--- config.mk ---
export PLATFORM = sky130hd
export DESIGN_NAME = uart_echo_responder
export DESIGN_NICKNAME = d
export VERILOG_FILES = /design/src/rtl/uart_echo_responder_pkg.sv /design/src/rtl/uart_echo_responder_sync_fifo.sv /design/src/rtl/uart_echo_responder.sv
export SDC_FILE = /design/constraint.sdc
export NUM_CORES = 1
export LEC_CHECK = 0
export ABC_CLOCK_PERIOD_IN_PS = 3100
export CAP_MARGIN = 20
export CORE_MARGIN = 2
export CORE_UTILIZATION = 30
export CTS_CLUSTER_DIAMETER = 100
export DETAILED_ROUTE_END_ITERATION = 8
export GPL_ROUTABILITY_DRIVEN = 0
export HOLD_SLACK_MARGIN = 0.12
export SLEW_MARGIN = 20
export SYNTH_ARGS = -nofsm -noshare
export SYNTH_HDL_FRONTEND = slang
export SYNTH_SLANG_ARGS = --single-unit
--- constraint.sdc ---
create_clock -name sys_clk -period 3.1 [get_ports sys_clk]
set_input_delay 0.62 -clock sys_clk [delete_from_list [all_inputs] [get_ports sys_clk]]
set_output_delay 0.62 -clock sys_clk [all_outputs]
set_load 0.01 [all_outputs]
--- src/rtl/uart_echo_responder_pkg.sv ---
// rtl/uart_echo_responder_pkg.sv - shared byte width and transmit FSM encoding
package uart_echo_responder_pkg;

    localparam int BYTE_W = 8;

    typedef enum logic [1:0] {
        IDLE      = 2'd0,
        WAIT_BUSY = 2'd1,
        WAIT_DONE = 2'd2
    } tx_state_t;

endpackage

--- src/rtl/uart_echo_responder_sync_fifo.sv ---
// rtl/uart_echo_responder_sync_fifo.sv - show-ahead byte FIFO with extra-MSB pointers
module uart_echo_responder_sync_fifo
    import uart_echo_responder_pkg::*;
#(
    parameter int DEPTH = 8
) (
    input  logic              clk,
    input  logic              rst,
    input  logic              push,
    input  logic [BYTE_W-1:0] wdata,
    input  logic              pop,
    output logic [BYTE_W-1:0] rdata,
    output logic              full,
    output logic              empty
);

    localparam int AW = $clog2(DEPTH);

    logic [AW:0]       wr_ptr;
    logic [AW:0]       rd_ptr;
    logic [BYTE_W-1:0] mem [DEPTH];

    // Full/empty come from the pre-edge pointers, so a same-cycle pop never frees room for a push
    assign empty = (wr_ptr == rd_ptr);
    assign full  = (wr_ptr[AW-1:0] == rd_ptr[AW-1:0]) && (wr_ptr[AW] != rd_ptr[AW]);
    assign rdata = mem[rd_ptr[AW-1:0]];

    always_ff @(posedge clk) begin
        if (rst) begin
            wr_ptr <= '0;
            rd_ptr <= '0;
        end else begin
            if (push && !full) begin
                wr_ptr <= wr_ptr + (AW+1)'(1);
            end
            if (pop && !empty) begin
                rd_ptr <= rd_ptr + (AW+1)'(1);
            end
        end
    end

    always_ff @(posedge clk) begin
        if (push && !full) begin
            mem[wr_ptr[AW-1:0]] <= wdata;
        end
    end

endmodule

--- src/rtl/uart_echo_responder.sv ---
// rtl/uart_echo_responder.sv - buffers uart_rx bytes and replays them through uart_tx
module uart_echo_responder
    import uart_echo_responder_pkg::*;
#(
    parameter int FIFO_DEPTH   = 8,
    parameter int BUSY_TIMEOUT = 16,
    parameter bit ECHO_ENABLE  = 1'b1
) (
    input  logic              sys_clk,
    input  logic              rst,
    input  logic              rx_valid,
    input  logic [BYTE_W-1:0] rx_data,
    input  logic              tx_ready,
    output logic              tx_start,
    output logic [BYTE_W-1:0] tx_data,
    output logic [BYTE_W-1:0] last_byte,
    output logic              overflow,
    output logic [15:0]       rx_count
);

    localparam int CW = $clog2(BUSY_TIMEOUT + 1);

    tx_state_t         state;
    logic [CW-1:0]     busy_cnt;
    logic              fifo_full;
    logic              fifo_empty;
    logic [BYTE_W-1:0] fifo_head;
    logic              pop_req;

    assign pop_req = ECHO_ENABLE && (state == IDLE) && !fifo_empty && tx_ready;

    uart_echo_responder_sync_fifo #(
        .DEPTH (FIFO_DEPTH)
    ) u_fifo (
        .clk   (sys_clk),
        .rst   (rst),
        .push  (rx_valid),
        .wdata (rx_data),
        .pop   (pop_req),
        .rdata (fifo_head),
        .full  (fifo_full),
        .empty (fifo_empty)
    );

    always_ff @(posedge sys_clk) begin
        if (rst) begin
            state     <= IDLE;
            busy_cnt  <= '0;
            tx_start  <= 1'b0;
            tx_data   <= '0;
            last_byte <= '0;
            overflow  <= 1'b0;
            rx_count  <= '0;
        end else begin
            tx_start <= 1'b0;
            if (rx_valid) begin
                last_byte <= rx_data;
                if (fifo_full) begin
                    overflow <= 1'b1;
                end else begin
                    rx_count <= rx_count + 16'd1;
                end
            end
            case (state)
                IDLE: begin
                    if (pop_req) begin
                        tx_data  <= fifo_head;
                        tx_start <= 1'b1;
                        busy_cnt <= '0;
                        state    <= WAIT_BUSY;
                    end
                end
                WAIT_BUSY: begin
                    // A transmitter that never drops ready is treated as having sent the byte
                    if (!tx_ready) begin
                        state <= WAIT_DONE;
                    end else if (busy_cnt == CW'(BUSY_TIMEOUT - 1)) begin
                        state <= IDLE;
                    end else begin
                        busy_cnt <= busy_cnt + CW'(1);
                    end
                end
                WAIT_DONE: begin
                    if (tx_ready) begin
                        state <= IDLE;
                    end
                end
                default: state <= IDLE;
            endcase
        end
    end

endmodule
==> results of run 1 <==
-- power breakdown --
group	total (W)	internal, W	leakage [nW]	switching, W
Sequential	0.00169	0.00165	0.980	0.0000425
Clock	0.00192	0.00125	0.278	0.000665
Combinational	0.000417	0.000200	0.724	0.000218
Total	0.00402	0.00310	1.98	0.000925
-- worst max-delay path by stage --
stage,from,depth (start not counted),end
2_1_floorplan,rx_valid,5,u_fifo.mem[1][0]
3_3_place_gp,rx_valid,5,u_fifo.mem[6][0]
3_5_place_dp,rx_valid,5,u_fifo.mem[6][3]
4_1_cts,u_fifo.wr_ptr[0],5,u_fifo.mem[3][3]
5_1_grt,u_fifo.wr_ptr[0],5,u_fifo.mem[3][3]
6_report,u_fifo.wr_ptr[0],5,u_fifo.mem[3][3]
-- metal layers --
layer,up-vias,GRT usage (%)
met3,12,3.63
li1,1454,-
met5,-,0
met4,0,6.14
met1,1452,14.7
met2,71,18.6
-- synthesized netlist by cell type (5+ instances only) --
cell type / n / area, sq um
buf_2: 5 / 25.0
inv_1: 6 / 22.5
ha_1: 5 / 62.6
o21ai_0: 6 / 30.0
nand2_1: 8 / 30.0
nor3_1: 6 / 30.0
nor2_1: 22 / 82.6
a211oi_1: 8 / 60.1
buf_6: 5 / 56.3
or4_1: 9 / 67.6
o31ai_1: 9 / 67.6
or3_1: 6 / 37.5
nand3_1: 14 / 70.1
edfxtp_1: 64 / 1920
mux2i_1: 19 / 190
dfxtp_1: 49 / 981
mux4_2: 16 / 360
a21oi_1: 26 / 130
-- registers in the layout (all words and copies together), names as in the netlist --
register       count
busy_cnt           5
last_byte          8
overflow           1
rx_count          16
state              2
tx_data            8
tx_start           1
u_fifo.mem        64
u_fifo.rd_ptr      4
u_fifo.wr_ptr      4
-- area by class of cell --
class                           count  share of cell area, %
Multi-Input combinational cell    203                   27.6
Timing Repair Buffer               60                   9.30
Clock inverter                     15                   2.80
Inverter                            6                  0.375
Clock buffer                       17                   7.09
Sequential cell                   113                   48.4
Tap cell                          211                   4.40
-- cells by family (layout without fill, tap and decap cells) --
| group | count (synthesis) | in the layout | share of synthesized area, % |
|---|---|---|---|
| adders and majority gates | 5 | 5 | 1.32 |
| xor gates and xnor gates | 10 | 10 | 2.48 |
| muxes | 38 | 38 | 12.3 |
| AOI/OAI and AO/OA | 61 | 61 | 8.56 |
| buffers and inverters | 28 | 98 | 3.65 |
| and+or+nand+nor | 89 | 89 | 10.3 |
| DFF | 113 | 113 | 61.3 |
-- worst register-to-register path, delay by kind of cell (launching register included) --
kind / cells / cell delay, ps
AOI/OAI and AO/OA: 1 / 410
xor gates and xnor gates: 1 / 180
buffers and inverters: 2 / 600
and+or+nand+nor: 1 / 100
DFF: 1 / 610
-- stage by stage --
step	total power, W	cells	setup slack, ps
4_1_cts	0.00408	625	948
5_1_grt	0.00419	625	814
6_report	0.00402	625	952
2_1_floorplan	0.00199	344	561
3_5_place_dp	0.00214	593	750
3_3_place_gp	0.00213	593	740
==> metrics.cfg, run 1 <==
[outcome]
status = finished, final reports clean

[cells_and_area]
nets = 418
nFillCells = 1472
diodes = 0
register_area_sq_um = 2900
area_delta_synth_final_pct = 26.7
multi_input_area_sq_um = 1660
final_common_cell = edfxtp_1
layout_common_cells = edfxtp_1 (64), dfxtp_1 (49), clkdlybuf4s50_1 (44), a21oi_1 (26), nor2_1 (22)
drive_above_1_share_pct = 17.6
fin_util_pct = 39.2
design_area_sq_um = 6000

[worst_hold_path]
hold_depth = 2
hold_end = rx_count[15]
min_from = rx_count[15]
hold_class = reg -> reg

[pwr]
p_leak_nw = 1.98
powerDensity_nw_per_um2 = 671
ir_worst_vdd_v = 0.000342

[setup_path]
worstPathMaxFanout = 38
crit_type = reg -> reg
slowest_delay_ps = 610
cp.required_ps = 3260
timing.rr.end = u_fifo.mem[3][3]
rr_startpoint = u_fifo.wr_ptr[0]
crit_buf_inv = 2
end_kind = flop
cp_slowest_cell = dfxtp_1
ff2ff_path_depth = 5
crit_top_cell = buf_4
cp_data_arrival_time_ps = 2300
reg2reg_slack_ps = 950
startpoint_type = flop
worst_path_dominant_cell_family = flip-flops
path_cells = xor2_2, o41ai_4, buf_4, nor3_1, buf_4

[timing]
relSlewSlack_pct = 57.3
period_share_pct = 69.3
period_minus_slack_ps = 2150
finalSetupViolCount = 0
hold_slack_ps = 484
worst_pin_slew_ps = 638
tns_ps = 0
finalMaxSlewViolations = 0
rsz0062_at_grt = no
clock.fmax_ghz = 0.466
hold_viol_final = 0
fin_skew_ps = 6.10

[clock_network]
hold_buffers = 0
cts_tree = done
clk_latency_ps = 410
cts.clk_slew.worst_paths_ps = 50
clock_path_buffers = 2
cts_made_buffers = 17
cts_resized = 0
htreeDepth = 4
cts_root_buf = clkbuf_16
clkSinkCount = 113
post_cts_buffers = 0

[synthesis]
synth-edff-count = 64
yosysWarnings = 0
syn-cell-area_sq_um = 4730
async_flop_share_pct = 0
synthDistinctLibCells = 47
synth_top_flop_cell = edfxtp_1
syn_inst = 344
yosysSeqAreaShare_pct = 61.3
syn_avg_cell_area_sq_um = 13.8
ys_ff_latch = 113
syn-num-nets = 361

[detailed_routing]
wl_um = 9320
drt-initial-drc-count = 138
drc = 0
avgViaCountPerCell = 4.78
dr.pass1.iters = 4
wl_met1_um = 4290
wl_met3_um = 341
wl_met2_um = 4500
detail-route-antenna-nets = 0
routedWlPerCell_um = 14.9
num_vias = 2989
top_layer = met4

[die]
initial_core_util_pct = 30.9
rows = 45
chipHeight_um = 130
die_w_um = 130
core-area_sq_um = 15300
io_pins = 46
die_area_sq_um = 16800

[global_routing]
antenna_found_initial = 0
grtUsageTotal_pct = 11.8
grt_max_degree = 39
grt_pass1_wl_um = 14800
grt_pass1_vias = 2917
grt_overflow = 0

[placement]
io_buffers = 45
dp_hpwl_um = 6270
dpl_cell_area_sq_um = 5410

[run]
cap_violations = 0

Note: power is estimated with default switching activity, not from simulation.
==> run 2, diff against run 1 <==
ABC_CLOCK_PERIOD_IN_PS = 2210   (was 3100)
clock period = 2.21 ns   (was 3.1 ns; I/O delays follow)
==> metrics.cfg, run 2 (same netlist as run 1, synthesis figures left out) <==
[timing]
finalSetupViolCount = 0
hold_viol_final = 0
period_minus_slack_ps = 1900
period_share_pct = 86.2
setup_slack_ps = 305
rsz0062_at_grt = no
worst_pin_slew_ps = 440
relSlewSlack_pct = 70.7
fin_skew_ps = 15.6
clock.fmax_ghz = 0.525
finalMaxSlewViolations = 0
hold_slack_ps = 461

[detailed_routing]
dr.pass1.iters = 4
detail-route-antenna-nets = 0
drt-initial-drc-count = 190
wl_um = 9870
num_vias = 3030
avgViaCountPerCell = 4.80
routedWlPerCell_um = 15.6
drc = 0

[clock_network]
htreeDepth = 4
cts_tree = done
hold_buffers = 0
clkSinkCount = 113
post_cts_buffers = 0
cts_resized = 0
clock_path_buffers = 2
clk_latency_ps = 420
cts.clk_slew.worst_paths_ps = 50
cts_root_buf = clkbuf_16
cts_made_buffers = 17

[die]
rows = 45
die_w_um = 130
core-area_sq_um = 15300
io_pins = 46
die_area_sq_um = 16800
chipHeight_um = 130
initial_core_util_pct = 30.9

[placement]
dp_hpwl_um = 6680
io_buffers = 45
dp_slack_ps = 40.0

[setup_path]
reg2reg_slack_ps = 310
startpoint_type = flop
ff2ff_path_depth = 5
crit_type = reg -> reg
end_kind = flop
cp.required_ps = 2510
timing.rr.end = busy_cnt[4]
worstPathMaxFanout = 21
rr_startpoint = u_fifo.rd_ptr[0]
cp_data_arrival_time_ps = 2210

[pwr]
powerDensity_nw_per_um2 = 963
p_leak_nw = 2.05
ir_worst_vdd_v = 0.000505
total_power_w = 0.00589

[global_routing]
antenna_found_initial = 0
grt_overflow = 0
grt_pass1_wl_um = 15800
grtUsageTotal_pct = 12.6
grt_max_degree = 41
grt_pass1_vias = 3022

[cells_and_area]
nFillCells = 1442
largest_register_ffs = 64
register_area_sq_um = 2900
final_common_cell = edfxtp_1
drive_above_1_share_pct = 19.5
layout_common_cells = edfxtp_1 (64), dfxtp_1 (49), clkdlybuf4s50_1 (44), a21oi_1 (26), nor2_1 (22)
nets = 424
diodes = 0
multi_input_area_sq_um = 1660
area_delta_synth_final_pct = 29.2

[worst_hold_path]
hold_end = rx_count[1]
min_from = rst
hold_class = in -> reg
hold_depth = 2

[run]
cap_violations = 0

[outcome]
status = finished, final reports clean

-- run 2: critical path: stages, from the launching register on --
cell	delay [ps]
dfxtp_1	450
buf_12	240
xnor2_1	160
nand4_1	180
o21ai_1	380
mux2_2	380
-- run 2: worst max path at each step --
stage | startpoint | endpoint | slack [ps] | depth (start not counted)
finish | u_fifo.rd_ptr[0] | busy_cnt[4] | 310 | 5
global route | u_fifo.rd_ptr[0] | busy_cnt[4] | 130 | 5
CTS | u_fifo.rd_ptr[0] | busy_cnt[4] | 280 | 5
detailed placement | rx_valid | u_fifo.mem[6][0] | 40 | 5
global placement | rx_valid | u_fifo.mem[6][6] | 80 | 5
floorplan | u_fifo.wr_ptr[0] | u_fifo.mem[1][0] | -190 | 6
-- run 2: cell type report --
type | instances | area share [%]
Sequential cell | 113 | 47.5
Multi-Input combinational cell | 203 | 27.2
Timing Repair Buffer | 66 | 10.3
Clock buffer | 19 | 7.40
Tap cell | 211 | 4.32
Clock inverter | 13 | 3.01
Inverter | 6 | 0.368
-- run 2: metrics by stage --
| step | cells | utilization [%] | setup TNS, ps | cell area, sq um |
|---|---|---|---|---|
| 2_1_floorplan | 344 | - | -4590 | 4740 |
| 3_3_place_gp | 599 | 35.8 | 0 | 5480 |
| 3_5_place_dp | 599 | 35.8 | 0 | 5480 |
| 4_1_cts | 631 | 39.9 | 0 | 6120 |
| 5_1_grt | 631 | 39.9 | 0 | 6120 |
| 6_report | 631 | 39.9 | 0 | 6120 |
-- run 2: report_power, final --
group | switching, W | internal (W) | total [W]
sequential | 0.0000513 | 0.00231 | 0.00236
combinational | 0.000326 | 0.000305 | 0.000631
clock | 0.000953 | 0.00194 | 0.00289
total | 0.00133 | 0.00456 | 0.00589
-- run 2: layer usage --
layer	vias to the layer above	share of wire, %	track usage [%]
li1	1461	-	-
met1	1505	49	16.7
met2	52	45	18.5
met3	12	4.2	4.34
met4	0	1.5	5.82
met5	-	0	0
